$ cat src/rtl/seg_scan_pkg.sv
// Shared types and cathode codes for the seven-segment scan capture.
// Cathode codes are active-low {g,f,e,d,c,b,a}.
package seg_scan_pkg;

  localparam logic [6:0] SEG_0 = 7'b1000000;
  localparam logic [6:0] SEG_1 = 7'b1111001;
  localparam logic [6:0] SEG_2 = 7'b0100100;
  localparam logic [6:0] SEG_3 = 7'b0110000;
  localparam logic [6:0] SEG_4 = 7'b0011001;
  localparam logic [6:0] SEG_5 = 7'b0010010;
  localparam logic [6:0] SEG_6 = 7'b0000010;
  localparam logic [6:0] SEG_7 = 7'b1111000;
  localparam logic [6:0] SEG_8 = 7'b0000000;
  localparam logic [6:0] SEG_9 = 7'b0010000;
  localparam logic [6:0] SEG_A = 7'b0100000;
  localparam logic [6:0] SEG_B = 7'b0000011;
  localparam logic [6:0] SEG_C = 7'b1000110;
  localparam logic [6:0] SEG_D = 7'b0100001;
  localparam logic [6:0] SEG_E = 7'b0000110;
  localparam logic [6:0] SEG_F = 7'b0001110;
  localparam logic [6:0] SEG_BLANK = 7'b1111111;

  typedef enum logic {SCAN, COMMIT} scan_state_t;

  typedef struct packed {
    logic [3:0] nib;
    logic       blank;
    logic       ok;
  } seg_dec_t;

  // True when exactly one anode bit is low.
  function automatic logic one_low(input logic [3:0] a);
    return (a == 4'b1110) || (a == 4'b1101) ||
           (a == 4'b1011) || (a == 4'b0111);
  endfunction

endpackage

$ cat src/rtl/seg7_decode.sv
// Combinational cathode-pattern to hex-nibble decoder.
// Ports: cathode (active-low segments) in, dec {nib,blank,ok} out.
module seg7_decode
  import seg_scan_pkg::*;
(
  input  logic [6:0] cathode,
  output seg_dec_t   dec
);

  always_comb begin
    dec = '{nib: 4'h0, blank: 1'b0, ok: 1'b1};
    unique case (cathode)
      SEG_0:     dec.nib = 4'h0;
      SEG_1:     dec.nib = 4'h1;
      SEG_2:     dec.nib = 4'h2;
      SEG_3:     dec.nib = 4'h3;
      SEG_4:     dec.nib = 4'h4;
      SEG_5:     dec.nib = 4'h5;
      SEG_6:     dec.nib = 4'h6;
      SEG_7:     dec.nib = 4'h7;
      SEG_8:     dec.nib = 4'h8;
      SEG_9:     dec.nib = 4'h9;
      SEG_A:     dec.nib = 4'hA;
      SEG_B:     dec.nib = 4'hB;
      SEG_C:     dec.nib = 4'hC;
      SEG_D:     dec.nib = 4'hD;
      SEG_E:     dec.nib = 4'hE;
      SEG_F:     dec.nib = 4'hF;
      SEG_BLANK: dec.blank = 1'b1;
      default:   dec.ok = 1'b0;
    endcase
  end

endmodule

$ cat src/rtl/seg_scan_capture.sv
// Debounces a multiplexed 7-seg anode/cathode bus and rebuilds 4-digit frames.
// Ports: clk, rst (async low), anode, cathode, err_clr -> digits, blank, frame_done, seg_err, anode_err, scan_timeout.
module seg_scan_capture
  import seg_scan_pkg::*;
#(
  parameter  int STABLE_CYCLES  = 4,
  parameter  int TIMEOUT_CYCLES = 4096,
  localparam int CNT_W = $clog2(TIMEOUT_CYCLES + 1)
) (
  input  logic        clk,
  input  logic        rst,
  input  logic [3:0]  anode,
  input  logic [6:0]  cathode,
  input  logic        err_clr,
  output logic [15:0] digits,
  output logic [3:0]  blank,
  output logic        frame_done,
  output logic        seg_err,
  output logic        anode_err,
  output logic        scan_timeout
);

  localparam int SW = $clog2(STABLE_CYCLES + 1);

  logic [10:0]      prev;
  logic [SW-1:0]    stab_cnt;
  logic             accepted;
  logic             same;
  logic             accept;
  seg_dec_t         dec;
  logic             hot;
  logic             take;
  logic             bad_seg;
  logic             bad_an;
  logic [3:0]       sel;
  logic [3:0]       seen;
  logic [3:0]       seen_nxt;
  logic [15:0]      part_nib;
  logic [15:0]      part_nib_nxt;
  logic [3:0]       part_blank;
  logic [3:0]       part_blank_nxt;
  logic             done_nxt;
  logic [CNT_W-1:0] tcnt;
  scan_state_t      state;
  scan_state_t      state_nxt;

  seg7_decode u_dec (
    .cathode (cathode),
    .dec     (dec)
  );

  assign same   = ({anode, cathode} == prev);
  assign accept = same && !accepted &&
                  (stab_cnt == SW'(STABLE_CYCLES - 1));
  assign hot     = one_low(anode);
  assign sel     = ~anode;
  assign take    = accept && hot && dec.ok;
  assign bad_seg = accept && hot && !dec.ok;
  assign bad_an  = accept && (anode != 4'hF) && !hot;

  always_ff @(posedge clk or negedge rst) begin
    if (!rst) begin
      prev     <= {4'hF, 7'h7F};
      stab_cnt <= '0;
      accepted <= 1'b0;
    end else begin
      prev <= {anode, cathode};
      if (!same) begin
        stab_cnt <= SW'(1);
        accepted <= 1'b0;
      end else begin
        if (stab_cnt != SW'(STABLE_CYCLES))
          stab_cnt <= stab_cnt + SW'(1);
        if (accept)
          accepted <= 1'b1;
      end
    end
  end

  // COMMIT starts a fresh frame before any same-cycle accept lands.
  always_comb begin
    seen_nxt = (state == COMMIT) ? 4'h0 : seen;
    if (take)
      seen_nxt = seen_nxt | sel;
  end

  always_comb begin
    part_nib_nxt   = part_nib;
    part_blank_nxt = part_blank;
    for (int k = 0; k < 4; k++) begin
      if (take && sel[k]) begin
        part_nib_nxt[4*k +: 4] = dec.nib;
        part_blank_nxt[k]      = dec.blank;
      end
    end
  end

  assign done_nxt = (state == SCAN) && (seen_nxt == 4'hF);

  always_ff @(posedge clk or negedge rst) begin
    if (!rst)
      state <= SCAN;
    else
      state <= state_nxt;
  end

  always_comb begin
    state_nxt = state;
    unique case (state)
      SCAN:    if (done_nxt) state_nxt = COMMIT;
      COMMIT:  state_nxt = SCAN;
      default: state_nxt = SCAN;
    endcase
  end

  always_comb begin
    frame_done = (state == COMMIT);
  end

  // Outputs load on the completing edge so they are valid with frame_done.
  always_ff @(posedge clk or negedge rst) begin
    if (!rst) begin
      seen       <= '0;
      part_nib   <= '0;
      part_blank <= '0;
      digits     <= '0;
      blank      <= '0;
    end else begin
      seen       <= seen_nxt;
      part_nib   <= part_nib_nxt;
      part_blank <= part_blank_nxt;
      if (done_nxt) begin
        digits <= part_nib_nxt;
        blank  <= part_blank_nxt;
      end
    end
  end

  always_ff @(posedge clk or negedge rst) begin
    if (!rst)
      tcnt <= '0;
    else if (state == COMMIT)
      tcnt <= '0;
    else if (tcnt != CNT_W'(TIMEOUT_CYCLES))
      tcnt <= tcnt + CNT_W'(1);
  end

  assign scan_timeout = (tcnt == CNT_W'(TIMEOUT_CYCLES));

  always_ff @(posedge clk or negedge rst) begin
    if (!rst) begin
      seg_err   <= 1'b0;
      anode_err <= 1'b0;
    end else begin
      if (bad_seg)      seg_err <= 1'b1;
      else if (err_clr) seg_err <= 1'b0;
      if (bad_an)       anode_err <= 1'b1;
      else if (err_clr) anode_err <= 1'b0;
    end
  end

endmodule

$ cat config.mk
export PLATFORM = sky130hd
export DESIGN_NAME = seg_scan_capture
export DESIGN_NICKNAME = d
export VERILOG_FILES = /design/src/rtl/seg_scan_pkg.sv /design/src/rtl/seg7_decode.sv /design/src/rtl/seg_scan_capture.sv
export SDC_FILE = /design/constraint.sdc
export NUM_CORES = 1
export LEC_CHECK = 0
export BUFFER_PORTS_ARGS = -buffer_cell sky130_fd_sc_hd__buf_2
export CORE_UTILIZATION = 50
export DETAILED_ROUTE_END_ITERATION = 6
export GPL_TIMING_DRIVEN = 0
export PLACE_DENSITY = 0.71
export SETUP_SLACK_MARGIN = 0.5
export SYNTH_ARGS = -nofsm -noshare
export SYNTH_HDL_FRONTEND = slang
export SYNTH_SLANG_ARGS = --single-unit
$ cat constraint.sdc
create_clock -name clk -period 3.2 [get_ports clk]
set_clock_uncertainty 0.2 [all_clocks]
set_input_delay 0.32 -clock clk [delete_from_list [all_inputs] [get_ports clk]]
set_output_delay 0.32 -clock clk [all_outputs]
set_load 0.02 [all_outputs]
* Yosys cells after proc, flatten, opt, wreduce, memory -nomap -nowiden *
Cells that the tools add are included.

cells by class
  add/subtract/negate cells = 2
  equal/unequal tests = 29
  mux-type cells = 24
  bitwise operators = 3
  reductions and logical operators = 23

operator list
  cell                   number
  $pmux 4 s15            1
  $eq 7x7->1 const B     5
  $eq 7x6->1 const B     4
  $mux 13                2
  $mux 4                 6
  $eq 7x5->1 const B     3
  $reduce_or 17->1       1
  $eq 4x4->1 const B     4
  $eq 7x2->1 const B     2
  $add 13x1->13 const B  1
  $eq 13x13->1 const B   1
  $ne 13x13->1 const B   1
  $logic_and 1x1->1      12
  $mux 1                 12
  $eq 11x11->1           1
  $eq 7x3->1 const B     1
  $eq 7x4->1 const B     1
  $logic_not 7->1        1
  $mux 3                 2
  $reduce_bool 2->1      3
  $eq 4x3->1 const B     1
  $ne 2x1->1 const B     2
  $ne 4x4->1 const B     1
  $not 4->4              1
  other kinds (8)        12

word-level totals
  register bits after elaboration = 75
  input bits = 14
  output and inout port bits = 24
  logic and storage cells = 93

* Longest topological paths before layout *
  depth in word-level cells = 11
  mapped depth = 11
  mapped depth without buffers = 7

* Hierarchy *
From an unflattened synthesis, not the netlist that was laid out.

second synthesis, totals
  cells, all modules = 298
  area, all modules = 3,713.6 um2

modules (own cells, without submodules)
  module            times used  cells an instance  area an instance (um2)  sequential area each (um2)
  seg_scan_capture  1           244                3,350.7                 1,890.6
  seg7_decode       1           54                 362.8                   0.0

* Worst setup path before layout *
No wires, ideal clock.

  path kind = input port to flip-flop
  from = input cathode[0]
  to = register blank[1]
  setup time = 0.125 ns
  arrival = 2.506 ns
  data required time = 2.875 ns
  path slack = 0.369 ns
  stages = 10
  buffers on the path = 3
  cell sequence = buf_2 -> a211oi_1 -> a31oi_1 -> or4_1 -> and4_4 -> or3_1 -> buf_4 -> o21ai_4 -> buf_8 -> mux2_4

between the ends
  word-level cells in the longest chain between the ends = 8
  elaborated cells between the ends (all ways) = 30
  those cells by class = eq/ne: 18; mux: 4; reduce/logical: 8

ends and longest elaborated chain
  what                                                      line                     source
  from (decl)                                               seg_scan_capture.sv:13   input logic [6:0] cathode,
  branches (longest 8 deep; another with $reduce_or 17->1)  --
  to (signal assigned)                                      seg_scan_capture.sv:134  blank <= part_blank_nxt;
  to (decl)                                                 seg_scan_capture.sv:16   output logic [3:0] blank,

Several ways; the timed one is not identified.
A chain may end at the register's enable or synchronous reset.

* Worst setup path after layout *
  from = input cathode[6]
  to = register digits[3]

between the ends
  word-level cells in the longest chain between the ends = 8
  elaborated cells between the ends (all ways) = 30
  those cells by class = eq/ne: 18; mux: 4; reduce/logical: 8

ends and longest elaborated chain
  what                                                      line                     source
  branches (longest 8 deep; another with $reduce_or 17->1)  --
  to (signal assigned)                                      seg_scan_capture.sv:133  digits <= part_nib_nxt;
  to (decl)                                                 seg_scan_capture.sv:15   output logic [15:0] digits,

Several ways; the timed one is not identified.

==> summary.txt <==
Timing
  – Count of final setup violators: 0
  – Unrepaired setup endpoints after global routing: yes
  – Slew Viols, Final: 0
  – Fmax achieved: 376 MHz
  – Final worst setup slack: 0.539 ns
  – Minimum clock period: 2.66 ns
  – Final clock period utilization by the worst path: 83.1%
  – Relative slew margins: 55.8%
  – Final Hold Vio Count: 0
  – Transition time at the pin with the least slew margin: 0.656 ns

Yosys
  – Synth area leaders: dfrtp_1 44%, mux2_4 16%, dfstp_2 7.9%
  – Yosys reg bits: 75
  – Total nets after synthesis: 321
  – Most frequent cells after synthesis: 64 x dfrtp_1, 39 x mux2_4, 19 x nor2_1
  – Main flop type after synthesis: dfrtp_1
  – Post-Synthesis Mean Instance Area: 12.1 sq um
  – Cell type with the highest aggregate area in the netlist: dfrtp_1
  – Share of flip-flops with an asynchronous set or reset after synthesis: 100%
  – Gate Count Post-Synth: 302
  – Portion of synthesized cell area occupied by the leading cell type: 44.0%
  – Library cells used by synthesis: 46
  – Sequential area share after synthesis: 51.9%
  – Yosys Warn Count: 0
  – Most frequent cell after synthesis: dfrtp_1
  – Mapped Area: 0.00364 sq mm
  – Number of flops mapped to enable cells by yosys: 0

Routing
  – Detail-routed net length per standard cell: 14.9 microns
  – Number of detailed-routing iterations run before antenna repair: 4
  – Number of routed nets with antenna violations: 0
  – Detailed Route Iter0 Violations: 133
  – Number of vias per cell after detailed routing: 5.24
  – Vias: 2505
  – DRC Markers: 0
  – Overall routed net length: 7.13 mm

Setup path
  – Data arrival at the endpoint of the critical path: 2.70 ns
  – Setup crit end kind: flip-flop
  – Maximum fanout along the worst path: 10
  – Required time at the endpoint of the critical path: 3.24 ns
  – Worst Setup Start Kind: input pin
  – Category of the most critical setup path: in -> reg

Clock tree
  – Clk root buf: clkbuf_8
  – Worst-skew pair later-pin latency: 0.36 ns
  – Maximum count of clock buffers along a single path: 2
  – TritonCTS clock tree: built
  – H-tree level count: 3
  – Clock transition at path regs: 0.08 ns
  – TritonCTS Buffers: 9
  – Sink count of the clock tree: 75

Final layout
  – Multi-input gate area: 0.00166 sq mm
  – Number of inserted diodes: 0
  – Final design area excluding fillers: 0.00453 sq mm
  – Final Util: 65.7%
  – Nets: 396
  – Register area: 0.00189 sq mm
  – Filler Cells Inserted: 553
  – Layout cell share with drive strength beyond 1: 38.2%
  – Layout-stage area growth over the synthesis result: 24.5%

Placement
  – HPWL after DPL: 4.73 mm
  – Number of buffers added on ports: 37
  – Worst slack at placement: -0.0162 ns
  – Gpl congestion: 0.834
  – Total cell area at the placement stage: 0.00402 sq mm

Power and ir drop
  – Highest ir drop seen on vdd: 219 uV
  – Leak: 2.18 nW
  – Power density relative to cell area: 405 mW/mm^2

Status
  – Status: complete, no violations

Global route
  – Initial antenna violation count: 0
  – First-pass GRT wire length: 11.7 mm
  – Largest net degree at the start of global routing: 55
  – Overflow left after global routing: 0
  – Aggregate global-route resource usage: 20.1%
  – Number of global-route vias before repair: 2446

Die
  – Initial standard-cell utilization of the core: 52.7%
  – Number of core rows: 30
  – Total Die Area: 0.00763 sq mm
  – Die height: 87.3 microns
  – IO Count: 38
  – Placeable core area: 0.00691 sq mm
  – Die outline width: 87.3 microns

Worst hold path
  – Path type of the worst min-delay path: in -> reg

Flow run
  – Number of maximum-capacitance constraint violations: 0
==> final cells by class <==
cell class | instances | share of cell area (%)
flip-flops and latches | 75 | 41.7
multi-input cells | 192 | 36.5
repair buffers | 64 | 10.3
plain buffers | 18 | 3.01
clock buffers | 9 | 2.73
well taps | 96 | 2.65
clock inverters | 7 | 1.68
inverters | 17 | 1.41
==> sequential cells by signal (all words and copies together), names as in the netlist <==
name	cells
part_nib	16
prev	11
tcnt	13
accepted	1
blank	4
anode_err	1
seen	4
stab_cnt	3
seg_err	1
part_blank	4
digits	16
frame_done	1
==> per-stage QoR <==
stage / total power, mW / TNS (ns) / std cells / hold WS, ns
after floorplan: 1.04 / 0 / 302 / -0.176
after global placement: 1.08 / 0 / 435 / 0.236
after detailed placement: 1.09 / -0.145 / 436 / 0.0358
after CTS: 1.84 / 0 / 466 / 0.171
after global routing: 1.91 / 0 / 478 / 0.227
final: 1.84 / 0 / 478 / 0.175
==> metal layers <==
metal / share of wire [%] / track usage (%) / routed length (microns)
met5: 0 / 0 / 0
met4: 1.8 / 10.4 / 131
met3: 2.6 / 3.89 / 185
met2: 49 / 31.3 / 3460
met1: 47 / 26.7 / 3350
==> cells by family after synthesis <==
kind of cell    share of synthesized area [%]
buf+inv                                  4.61
fa+ha+maj                                1.99
compound gates                           6.94
flops                                    51.9
simple gates                             13.1
mux                                      16.4
xor+xnor                                 5.05
==> worst max-delay path, stage by stage <==
cell	delay, ns
buf_2	0.13
clkbuf_2	0.19
or4_1	0.55
and4_4	0.23
or3_1	0.37
buf_6	0.14
o21ai_4	0.27
clkbuf_16	0.21
mux2_4	0.29
==> cell usage in the layout (no fill, tap or decap), types with 3 or more instances in the layout <==
| cell | instances |
|---|---|
| clkbuf_8 | 9 |
| nand3_1 | 11 |
| dfrtp_1 | 64 |
| clkbuf_2 | 3 |
| o22ai_1 | 3 |
| buf_4 | 13 |
| dlygate4sd3_1 | 13 |
| nor2_1 | 17 |
| dfstp_2 | 11 |
| inv_1 | 17 |
| o21ai_0 | 11 |
| xnor2_1 | 11 |
| a31oi_1 | 3 |
| mux2_4 | 39 |
| xor2_1 | 8 |
| or3_1 | 9 |
| nand2_1 | 13 |
| buf_2 | 40 |
| nand4_1 | 7 |
| a21oi_1 | 12 |
| clkbuf_1 | 4 |
| ha_1 | 5 |
==> worst paths after layout <==
kind | cells after the start | end | slack (ns) | start
max | 9 | digits[3]$_DFFE_PN0P_ | 0.54 | cathode[6]
max reg2reg | 9 | digits[3]$_DFFE_PN0P_ | 0.55 | prev[10]$_DFF_PN1_
min reg2reg | 1 | part_nib[5]$_DFF_PN0_ | 0.30 | part_nib[5]$_DFF_PN0_
min in group asynchronous | 2 | tcnt[8]$_DFFE_PN0P_ | 0.20 | rst
min | 4 | anode_err$_DFFE_PN0P_ | 0.17 | anode[0]
max in group asynchronous | 3 | prev[7]$_DFF_PN1_ | 1.99 | rst
==> what timing repair did <==
action | 4_1_cts | 5_1_grt
hold endpoints to repair | 51 | 0
pin swaps | 1 | 13
endpoints found under the setup margin | 20 | 20
hold buffers | 13 | 0
setup buffers | 1 | 11
gates cloned | 0 | 1
resized for setup | 4 | 12
==> report_power, final <==
part / switching (mW) / internal (mW)
Sequential: 0.00348 / 0.960
Combinational: 0.0738 / 0.0597
Clock: 0.374 / 0.365
Total: 0.451 / 1.38
(Power assumes the default switching activity.)
